$ cat config.mk
export PLATFORM = sky130hd
export DESIGN_NAME = icache_ctrl
export DESIGN_NICKNAME = d
export VERILOG_FILES = /design/src/rtl/icache_ctrl.sv
export SDC_FILE = /design/constraint.sdc
export NUM_CORES = 1
export LEC_CHECK = 0
export CAP_MARGIN = 20
export CORE_MARGIN = 8
export CORE_UTILIZATION = 40
export CTS_CLUSTER_DIAMETER = 150
export DETAILED_ROUTE_END_ITERATION = 6
export GPL_ROUTABILITY_DRIVEN = 0
export PLACE_DENSITY_LB_ADDON = 0.05
export SYNTH_ARGS = -nofsm -noshare
export SYNTH_HDL_FRONTEND = slang
export SYNTH_SLANG_ARGS = --single-unit
$ cat constraint.sdc
create_clock -name clk -period 2.5 [get_ports clk]
set_input_delay 0.375 -clock clk [delete_from_list [all_inputs] [get_ports clk]]
set_output_delay 0.375 -clock clk [all_outputs]
set_load 0.02 [all_outputs]
$ cat src/rtl/icache_ctrl.sv
// Control FSM for the two-way, eight-set pipelined instruction cache.
// It sequences lookup, miss fill and refetch, and keeps saturating hit/miss counters.
module icache_ctrl #(
    parameter int CNT_W = 32
) (
    input  logic             clk,
    input  logic             rst_n,
    input  logic             mem_read,
    input  logic             pipe_mem_read,
    input  logic             hit,
    input  logic             tag0_hit,
    input  logic             tag1_hit,
    input  logic             lru_out,
    input  logic             pmem_resp,
    output logic             read_data,
    output logic             load_pipeline,
    output logic             load_lru,
    output logic [1:0]       load_data,
    output logic [1:0]       load_tag,
    output logic             set_valid0,
    output logic             set_valid1,
    output logic             pmem_read,
    output logic             mem_resp,
    output logic [CNT_W-1:0] hit_count,
    output logic [CNT_W-1:0] miss_count
);

    typedef enum logic [1:0] {
        RUN     = 2'd0,
        MISS    = 2'd1,
        REFETCH = 2'd2
    } state_t;

    localparam logic [CNT_W-1:0] CNT_MAX = {CNT_W{1'b1}};
    localparam logic [CNT_W-1:0] CNT_ONE = {{(CNT_W-1){1'b0}}, 1'b1};

    state_t           state_r;
    logic             s2_stale_r;
    logic [CNT_W-1:0] hit_count_r;
    logic [CNT_W-1:0] miss_count_r;

    logic       s2_live_s;
    logic       run_hit_s;
    logic       run_miss_s;
    logic       fill_s;
    logic       read_data_s;
    logic       load_pipeline_s;
    logic       load_lru_s;
    logic       mem_resp_s;
    logic       pmem_read_s;
    logic [1:0] load_data_s;
    logic [1:0] load_tag_s;
    logic       set_valid0_s;
    logic       set_valid1_s;
    logic       unused_inputs_s;

    // The per-way hits and the stage-1 valid carry no extra information for sequencing.
    assign unused_inputs_s = ^{mem_read, tag0_hit, tag1_hit};

    assign s2_live_s  = pipe_mem_read & ~s2_stale_r;
    assign run_hit_s  = (state_r == RUN) & s2_live_s & hit;
    assign run_miss_s = (state_r == RUN) & s2_live_s & ~hit;
    assign fill_s     = (state_r == MISS) & pmem_resp;

    // Per-state control decode; fill enables steer to the LRU victim way.
    always_comb begin
        read_data_s     = 1'b0;
        load_pipeline_s = 1'b0;
        load_lru_s      = 1'b0;
        mem_resp_s      = 1'b0;
        pmem_read_s     = 1'b0;
        load_data_s     = 2'b00;
        load_tag_s      = 2'b00;
        set_valid0_s    = 1'b0;
        set_valid1_s    = 1'b0;
        case (state_r)
            RUN: begin
                read_data_s = 1'b1;
                if (run_hit_s) begin
                    mem_resp_s      = 1'b1;
                    load_lru_s      = 1'b1;
                    load_pipeline_s = 1'b1;
                end else if (run_miss_s) begin
                    load_pipeline_s = 1'b0;
                end else begin
                    load_pipeline_s = 1'b1;
                end
            end
            MISS: begin
                pmem_read_s = 1'b1;
                if (pmem_resp) begin
                    mem_resp_s   = 1'b1;
                    // Only way1 victims can move LRU: the datapath writes tag0_hit (0 here).
                    load_lru_s   = lru_out;
                    load_data_s  = lru_out ? 2'b10 : 2'b01;
                    load_tag_s   = lru_out ? 2'b10 : 2'b01;
                    set_valid0_s = ~lru_out;
                    set_valid1_s = lru_out;
                end else begin
                    mem_resp_s = 1'b0;
                end
            end
            REFETCH: begin
                read_data_s = 1'b1;
            end
            default: begin
                read_data_s = 1'b0;
            end
        endcase
    end

    // Outputs are forced low while reset is asserted, independent of the clock.
    assign read_data     = read_data_s & rst_n;
    assign load_pipeline = load_pipeline_s & rst_n;
    assign load_lru      = load_lru_s & rst_n;
    assign mem_resp      = mem_resp_s & rst_n;
    assign pmem_read     = pmem_read_s & rst_n;
    assign load_data     = load_data_s & {2{rst_n}};
    assign load_tag      = load_tag_s & {2{rst_n}};
    assign set_valid0    = set_valid0_s & rst_n;
    assign set_valid1    = set_valid1_s & rst_n;
    assign hit_count     = hit_count_r;
    assign miss_count    = miss_count_r;

    // State transitions and the stage-2 stale marker.
    always_ff @(posedge clk or negedge rst_n) begin
        if (!rst_n) begin
            state_r    <= RUN;
            s2_stale_r <= 1'b0;
        end else begin
            if (fill_s) begin
                s2_stale_r <= 1'b1;
            end else if (load_pipeline_s) begin
                s2_stale_r <= 1'b0;
            end
            case (state_r)
                RUN:     state_r <= run_miss_s ? MISS : RUN;
                MISS:    state_r <= pmem_resp ? REFETCH : MISS;
                REFETCH: state_r <= RUN;
                default: state_r <= RUN;
            endcase
        end
    end

    // Saturating performance counters.
    always_ff @(posedge clk or negedge rst_n) begin
        if (!rst_n) begin
            hit_count_r  <= {CNT_W{1'b0}};
            miss_count_r <= {CNT_W{1'b0}};
        end else begin
            if (run_hit_s && (hit_count_r != CNT_MAX)) begin
                hit_count_r <= hit_count_r + CNT_ONE;
            end
            if (run_miss_s && (miss_count_r != CNT_MAX)) begin
                miss_count_r <= miss_count_r + CNT_ONE;
            end
        end
    end

endmodule

==> qor.yml, run 1 <==
route:
  ant_nets: 0
  drc: 0
  num_vias: 2782
  drt_iter0_markers: 41
  routed_via_density: 5.23
  totalWireLength_um: 8470
  drtPass1Iterations: 6
  wl_per_cell_um: 15.9
cts:
  cts_sinks: 67
  ctsResizeCount: 3
  clk_pin_slew_ns: 0.07
  tritoncts: "done"
  clock_path_buffers: 2
  cts_max_level: 3
  postCtsSetupRepairBufs: 0
  cts_root_buf: "clkbuf_8"
  insertion_delay_ns: 0.33
  numCtsBuffers: 9
  cts_hold_buf: 0
worst_setup_path:
  max_stage_delay_ns: 0.48
  critPathArrivalTime_ns: 1.95
  crit_buf_inv: 2
  crit_type: "primary input to primary output"
  cp_data_required_time_ns: 2.12
  endpoint_kind: "primary output"
  crit_path_cell_trace: "clkdlybuf4s50_1 -> or4b_4 -> nor2_1 -> a21oi_1 -> nor2_1 -> dlygate4sd2_1"
  r2r_cells: 6
  critPathTopFamily: "buffers and inverters"
  cp_max_fo: 3
  cp-start-kind: "primary input"
  r2r_setup_slack_ns: 0.29
  reg2reg_from: "hit_count[0]"
  crit_path_frequent_cell: "nor2_1"
  r2r-end: "hit_count[1]"
  cp_slowest_cell: "clkdlybuf4s50_1"
die:
  initial_utilization_pct: 41.3
  core_um2: 8220
  rows: 33
  die_area_um2: 11700
  die_h_um: 108
  pin_count: 84
  die-width_um: 108
sta:
  hold_slack_ns: 0.0967
  tns_ns: 0
  max_freq_mhz: 430
  tightest_slew_ns: 0.606
  slew_headroom_pct: 59.2
  setup_viol: 0
  rsz0062_at_grt: "no"
  hold_viol: 0
  fin_crit_sh_pct: 93.1
  finalMaxSlewViolations: 0
  fin_ws_ns: 0.173
  finalClockSkew_ns: 0.00461
  min_period_ns: 2.33
cells_and_area:
  drive_gt1_share_pct: 10.3
  finalInstanceArea_um2: 4550
  syn2layout_area_growth_pct: 34.0
  diodes: 0
  layout.nets: 433
synth:
  synth_top_cell_area_share_pct: 49.4
  synthTopCellsByCount: "67 x dfrtp_1, 30 x nand2_1, 30 x xnor2_1"
  synth-edff-count: 0
  synth_area_leaders: "dfrtp_1 49%, xnor2_1 7.7%, xor2_1 7.5%, nand3_1 4.3%, nand2_1 3.3%"
  ys_ff_latch: 67
  synth-main-ff-cell: "dfrtp_1"
  synth_top_cell_by_area: "dfrtp_1"
  synthCells: 326
  synth_cell_types: 44
  syn_nets: 337
  ys_async_sr_fraction_pct: 100
  syn-cell-area_um2: 3400
  synth.most_common_cell: "dfrtp_1"
  seq_area_frac_synth_pct: 49.4
  yosysWarnings: 0
  syn_avg_cell_area_um2: 10.4
power:
  fin_total_pwr_w: 0.00276
  power_density_nw_per_um2: 606
  ir_drop_mv: 0.341
  p_leak_nw: 2.13
placement:
  dpl_cell_area_um2: 4370
  dp_hpwl_um: 6350
  place_ws_ns: -0.136
  port_buffers: 80
run:
  max_cap_viol_count: 0
global_route:
  grt_max_degree: 47
  grt-ovfl-total: 0
  antenna_found_initial: 0
  grt_pass1_vias: 2869
  grt_usage_pct: 15.1
  grt_pass1_wl_um: 14200
hold_path:
  min_path_type: "primary input to async pin"
status:
  status: "complete, no violations"
==> metal layers <==
| layer | GRT usage (%) | up-vias | routed length (um) |
|---|---|---|---|
| met5 | 0 | - | 0 |
| met4 | 5.05 | 0 | 104 |
| met3 | 3.21 | 10 | 396 |
| met2 | 25.9 | 67 | 4180 |
| met1 | 18.3 | 1361 | 3790 |
| li1 | - | 1344 | - |
==> sequential cells by signal, summed over array words and instances, names as in the netlist <==
signal      cells
s2_stale_r      1
state_r         2
miss_count     32
hit_count      32
==> cell type report <==
class	count	area (um2)
well taps	105	131
repair buffers	95	920
fillers	770	3670
multi-input cells	242	1620
inverters	7	26.3
clock inverters	2	10.0
clock buffers	14	163
flip-flops and latches	67	1680
==> worst register-to-register path, cell delays in order, from the launching register on <==
cell and delay, ns:
dfrtp_1 0.41, ha_1 0.22, nand3_1 0.17, or2_0 0.27, or4_4 0.61, nand2_2 0.13, mux2_4 0.30
==> metrics by stage <==
step                      cells  util (%)
after floorplan             326         -
after global placement      516      53.1
after detailed placement    516      53.1
after CTS                   532      55.2
after global routing        532      55.4
final                       532      55.4
==> power breakdown <==
part / switching [W] / internal [W] / total (W)
combinational: 0.000335 / 0.000309 / 0.000643
clock: 0.000396 / 0.000413 / 0.000809
sequential: 0.000128 / 0.00118 / 0.00130
total: 0.000859 / 0.00190 / 0.00276
==> worst max-delay path by stage <==
stage / startpoint / endpoint / slack [ns] / depth (start not counted)
3_3_place_gp: pipe_mem_read / load_lru / -0.11 / 6
6_report: pipe_mem_read / load_lru / 0.17 / 6
4_1_cts: pmem_resp / load_tag[0] / 0.02 / 6
2_1_floorplan: hit_count[0] / hit_count[1] / 0.28 / 7
5_1_grt: pipe_mem_read / load_lru / 0.03 / 6
3_5_place_dp: pipe_mem_read / load_lru / -0.14 / 6
==> cells in the final DEF, fill, tap and decap left out, types with 2 or more instances in the layout <==
master and count:
buf_4 15, dfrtp_1 67, nor2_1 21, nor4b_1 3, o22a_1 2, inv_1 7, nand2_1 30, nor2b_1 2
nor3_1 14, and2_1 3, nand3_1 29, clkdlybuf4s50_1 70, or2_0 2, nand4_1 17, nor3b_1 3, clkinv_2 2
dlymetal6s2s_1 6, a21oi_1 6, nor4_1 8, clkbuf_1 3, nand2b_1 2, xor2_1 29, and3_1 10, clkbuf_8 11
and4_1 7, dlygate4sd2_1 3, or3_1 2, xnor2_1 30, ha_1 2, nand4_2 3
==> kinds of logic after synthesis <==
logic type / synth area share, %
multiplexers: 0.737
flip-flops: 49.4
buffers and inverters: 2.80
XOR/XNOR: 15.2
AO/OA/AOI/OAI: 2.69
AND/OR/NAND/NOR: 28.4
adder cells (fa/ha/maj): 0.737
(Power assumes the default switching activity.)
==> run 2, diff against run 1 <==
Settings changed: GPL_ROUTABILITY_DRIVEN 0 to 1.
==> results of run 2 <==
No change in the layout: final DEF, timing and power equal those of run 1.
==> run 3, diff against run 2 <==
Settings changed: CORE_MARGIN 8 to 4, SLEW_MARGIN from default to 20.
==> run 3 against run 2 <==
Setup slack better by 0.0076 ns. Register-to-register slack better by 0.02 ns. Combinational power is 1% lower. Flip-flop and latch count stayed put. Sequential power hardly changed. Fmax is 0.33% higher. Clock-buffer cell count is 2 lower. Critical path type unchanged.
==> qor.yml, run 3 (synthesis results as in run 1) <==
cells_and_area:
  postLayoutCoreUtil_pct: 56.0  # +0.58 points
  diodes: 0  # unchanged
  syn2layout_area_growth_pct: 35.4
  final_common_cell: "clkdlybuf4s50_1"
  fin_cells: 531  # -0.19%
  fillers: 776  # +0.78%
  final_cell_mix: "70 x clkdlybuf4s50_1, 67 x dfrtp_1, 30 x nand2_1, 30 x xnor2_1"
  drive_gt1_share_pct: 10.6  # +0.26 points
  layout.nets: 432  # -0.23%
route:
  drc: 0  # unchanged
  drt_iter0_markers: 78  # +90%
  routed_via_density: 5.16  # -1.3%
  drtPass1Iterations: 4  # -2
  num_vias: 2740  # -1.5%
  ant_nets: 0  # unchanged
  wl_per_cell_um: 15.3  # -3.7%
  totalWireLength_um: 8140  # -3.9%
cts:
  cts_max_level: 3  # unchanged
  tritoncts: "done"
  insertion_delay_ns: 0.35  # +0.02 ns
  clock_path_buffers: 2  # unchanged
  clk_pin_slew_ns: 0.08  # about the same
  numCtsBuffers: 9  # unchanged
  cts_sinks: 67  # unchanged
  cts_root_buf: "clkbuf_8"
sta:
  setup_viol: 0  # unchanged
  slew_headroom_pct: 43.3  # -16 points
  min_period_ns: 2.32  # -0.00763 ns
  rsz0062_at_grt: "no"
  finalClockSkew_ns: 0.0105  # +0.00586 ns
  fin_crit_sh_pct: 92.8  # -0.31 points
  max_freq_mhz: 431  # +0.33%
  fin_ws_ns: 0.181  # +0.00764 ns
  tns_ns: 0  # unchanged
  tightest_slew_ns: 0.851  # +0.245 ns
  hold_viol: 0  # unchanged
  finalMaxSlewViolations: 0  # unchanged
worst_setup_path:
  r2r_cells: 6  # unchanged
  reg2reg_from: "hit_count[0]"
  critPathTopFamily: "buffers and inverters"
  cp_max_fo: 3  # unchanged
  cp-startpoint: "pipe_mem_read"
  r2r_setup_slack_ns: 0.31  # +0.02 ns
  crit_type: "primary input to primary output"
  crit_path_frequent_cell: "nor2_1"
  cp_slowest_cell: "clkdlybuf4s50_1"
  endpoint_kind: "primary output"
  cp_data_required_time_ns: 2.12  # about the same
  crit_path_cell_trace: "clkdlybuf4s50_1 -> or4b_4 -> nor2_1 -> a21oi_1 -> nor2_1 -> dlygate4sd2_1"
  critPathArrivalTime_ns: 1.94  # about the same
  cp-start-kind: "primary input"
  path_depth: 6  # unchanged
  max_stage_delay_ns: 0.47  # about the same
  endpoint: "load_lru"
  crit_buf_inv: 2  # unchanged
  r2r-end: "hit_count[1]"
placement:
  place_ws_ns: -0.123  # +0.0135 ns
  placed_cells: 515  # -0.19%
  port_buffers: 80  # unchanged
  place.gp.congestion: 0.818
  dp_hpwl_um: 5860  # -7.7%
global_route:
  grt_pass1_wl_um: 13600  # -3.9%
  grt_usage_pct: 17.2  # +2.1 points
  grt-ovfl-total: 0  # unchanged
  grt_max_degree: 68  # +45%
  antenna_found_initial: 1  # +1
  grt_pass1_vias: 2729  # -4.9%
power:
  p_int_w: 0.00210  # +11%
  clkPwrFrac_pct: 35.1  # +5.7 points
  seq_power_share_pct: 43.6  # -3.7 points
  power_frac_comb_pct: 21.3  # -2.0 points
  power_density_nw_per_um2: 648  # +7.0%
  switchingPower_w: 0.000882  # +2.6%
  p_leak_nw: 2.15  # +0.81%
  power.share.switching_pct: 29.6  # -1.6 points
  ir_drop_mv: 0.382  # +12%
status:
  status: "complete, no violations"
die:
  die_area_um2: 10000  # -14%
  die_h_um: 100  # -7.4%
  rows: 33  # unchanged
  initial_utilization_pct: 41.3  # unchanged
  core_um2: 8220  # unchanged
  pin_count: 84  # unchanged
  die-width_um: 100  # -7.4%
run:
  max_cap_viol_count: 0  # unchanged
hold_path:
  min_path_type: "primary input to async pin"
==> run 3: changes by cell type in the layout (fill, tap and decap cells not counted) <==
cell and delta:
buf_4 -1, bufinv_16 +2, clkbuf_1 -2, clkinv_2 -1, clkinvlp_4 +1
==> run 3: stage by stage <==
stage / instance area, um2 / hold slack, ns / power (W)
2_1_floorplan: 3400 / 0.0794 / 0.00165
3_3_place_gp: 4360 / 0.475 / 0.00197
3_5_place_dp: 4360 / 0.480 / 0.00197
4_1_cts: 4580 / 0.354 / 0.00301
5_1_grt: 4600 / 0.410 / 0.00312
6_report: 4600 / 0.322 / 0.00298
==> run 3: repair_timing <==
action                     in CTS  in global routing
hold buffers                    0                  0
gates resized for setup         3                  6
setup endpoints to repair       3                  6
buffers inserted                0                  0
==> run 3: power by group through the flow <==
| stage | Clock [W] | Combinational [W] | Sequential (W) |
|---|---|---|---|
| floorplan | 0 | 0.000247 | 0.00140 |
| global placement | 0 | 0.000649 | 0.00132 |
| detailed placement | 0 | 0.000652 | 0.00132 |
| CTS | 0.00106 | 0.000649 | 0.00130 |
| global route | 0.00111 | 0.000688 | 0.00132 |
| finish | 0.00104 | 0.000636 | 0.00130 |
==> run 3: area by class of cell <==
class	count	area (um2)	area share (%)
multi-input combinational	242	1620	35.3
timing repair buffer	94	912	19.8
clock inverter	4	72.6	1.58
clock buffer	12	155	3.37
inverter	7	26.3	0.571
tap	105	131	2.86
sequential	67	1680	36.5
==> run 3: routing by layer <==
layer  GRT usage (%)  vias to the layer above  wire, um  part of all wire [%]
met2            27.4                       62      3920                    48
met5               0                        -        13                  0.16
met4            7.25                        2       175                   2.2
met1            23.0                     1320      3700                    45
li1                -                     1340         -                     -
met3            3.06                       16       327                   4.0
==> run 3: worst min-delay path by stage <==
stage	from	endpoint	slack, ns
final	rst_n	hit_count[28]	0.32
after global routing	rst_n	hit_count[12]	0.41
after CTS	rst_n	hit_count[10]	0.35
after detailed placement	hit_count[27]	hit_count[27]	0.48
after global placement	hit_count[27]	hit_count[27]	0.47
after floorplan	rst_n	hit_count[0]	0.08
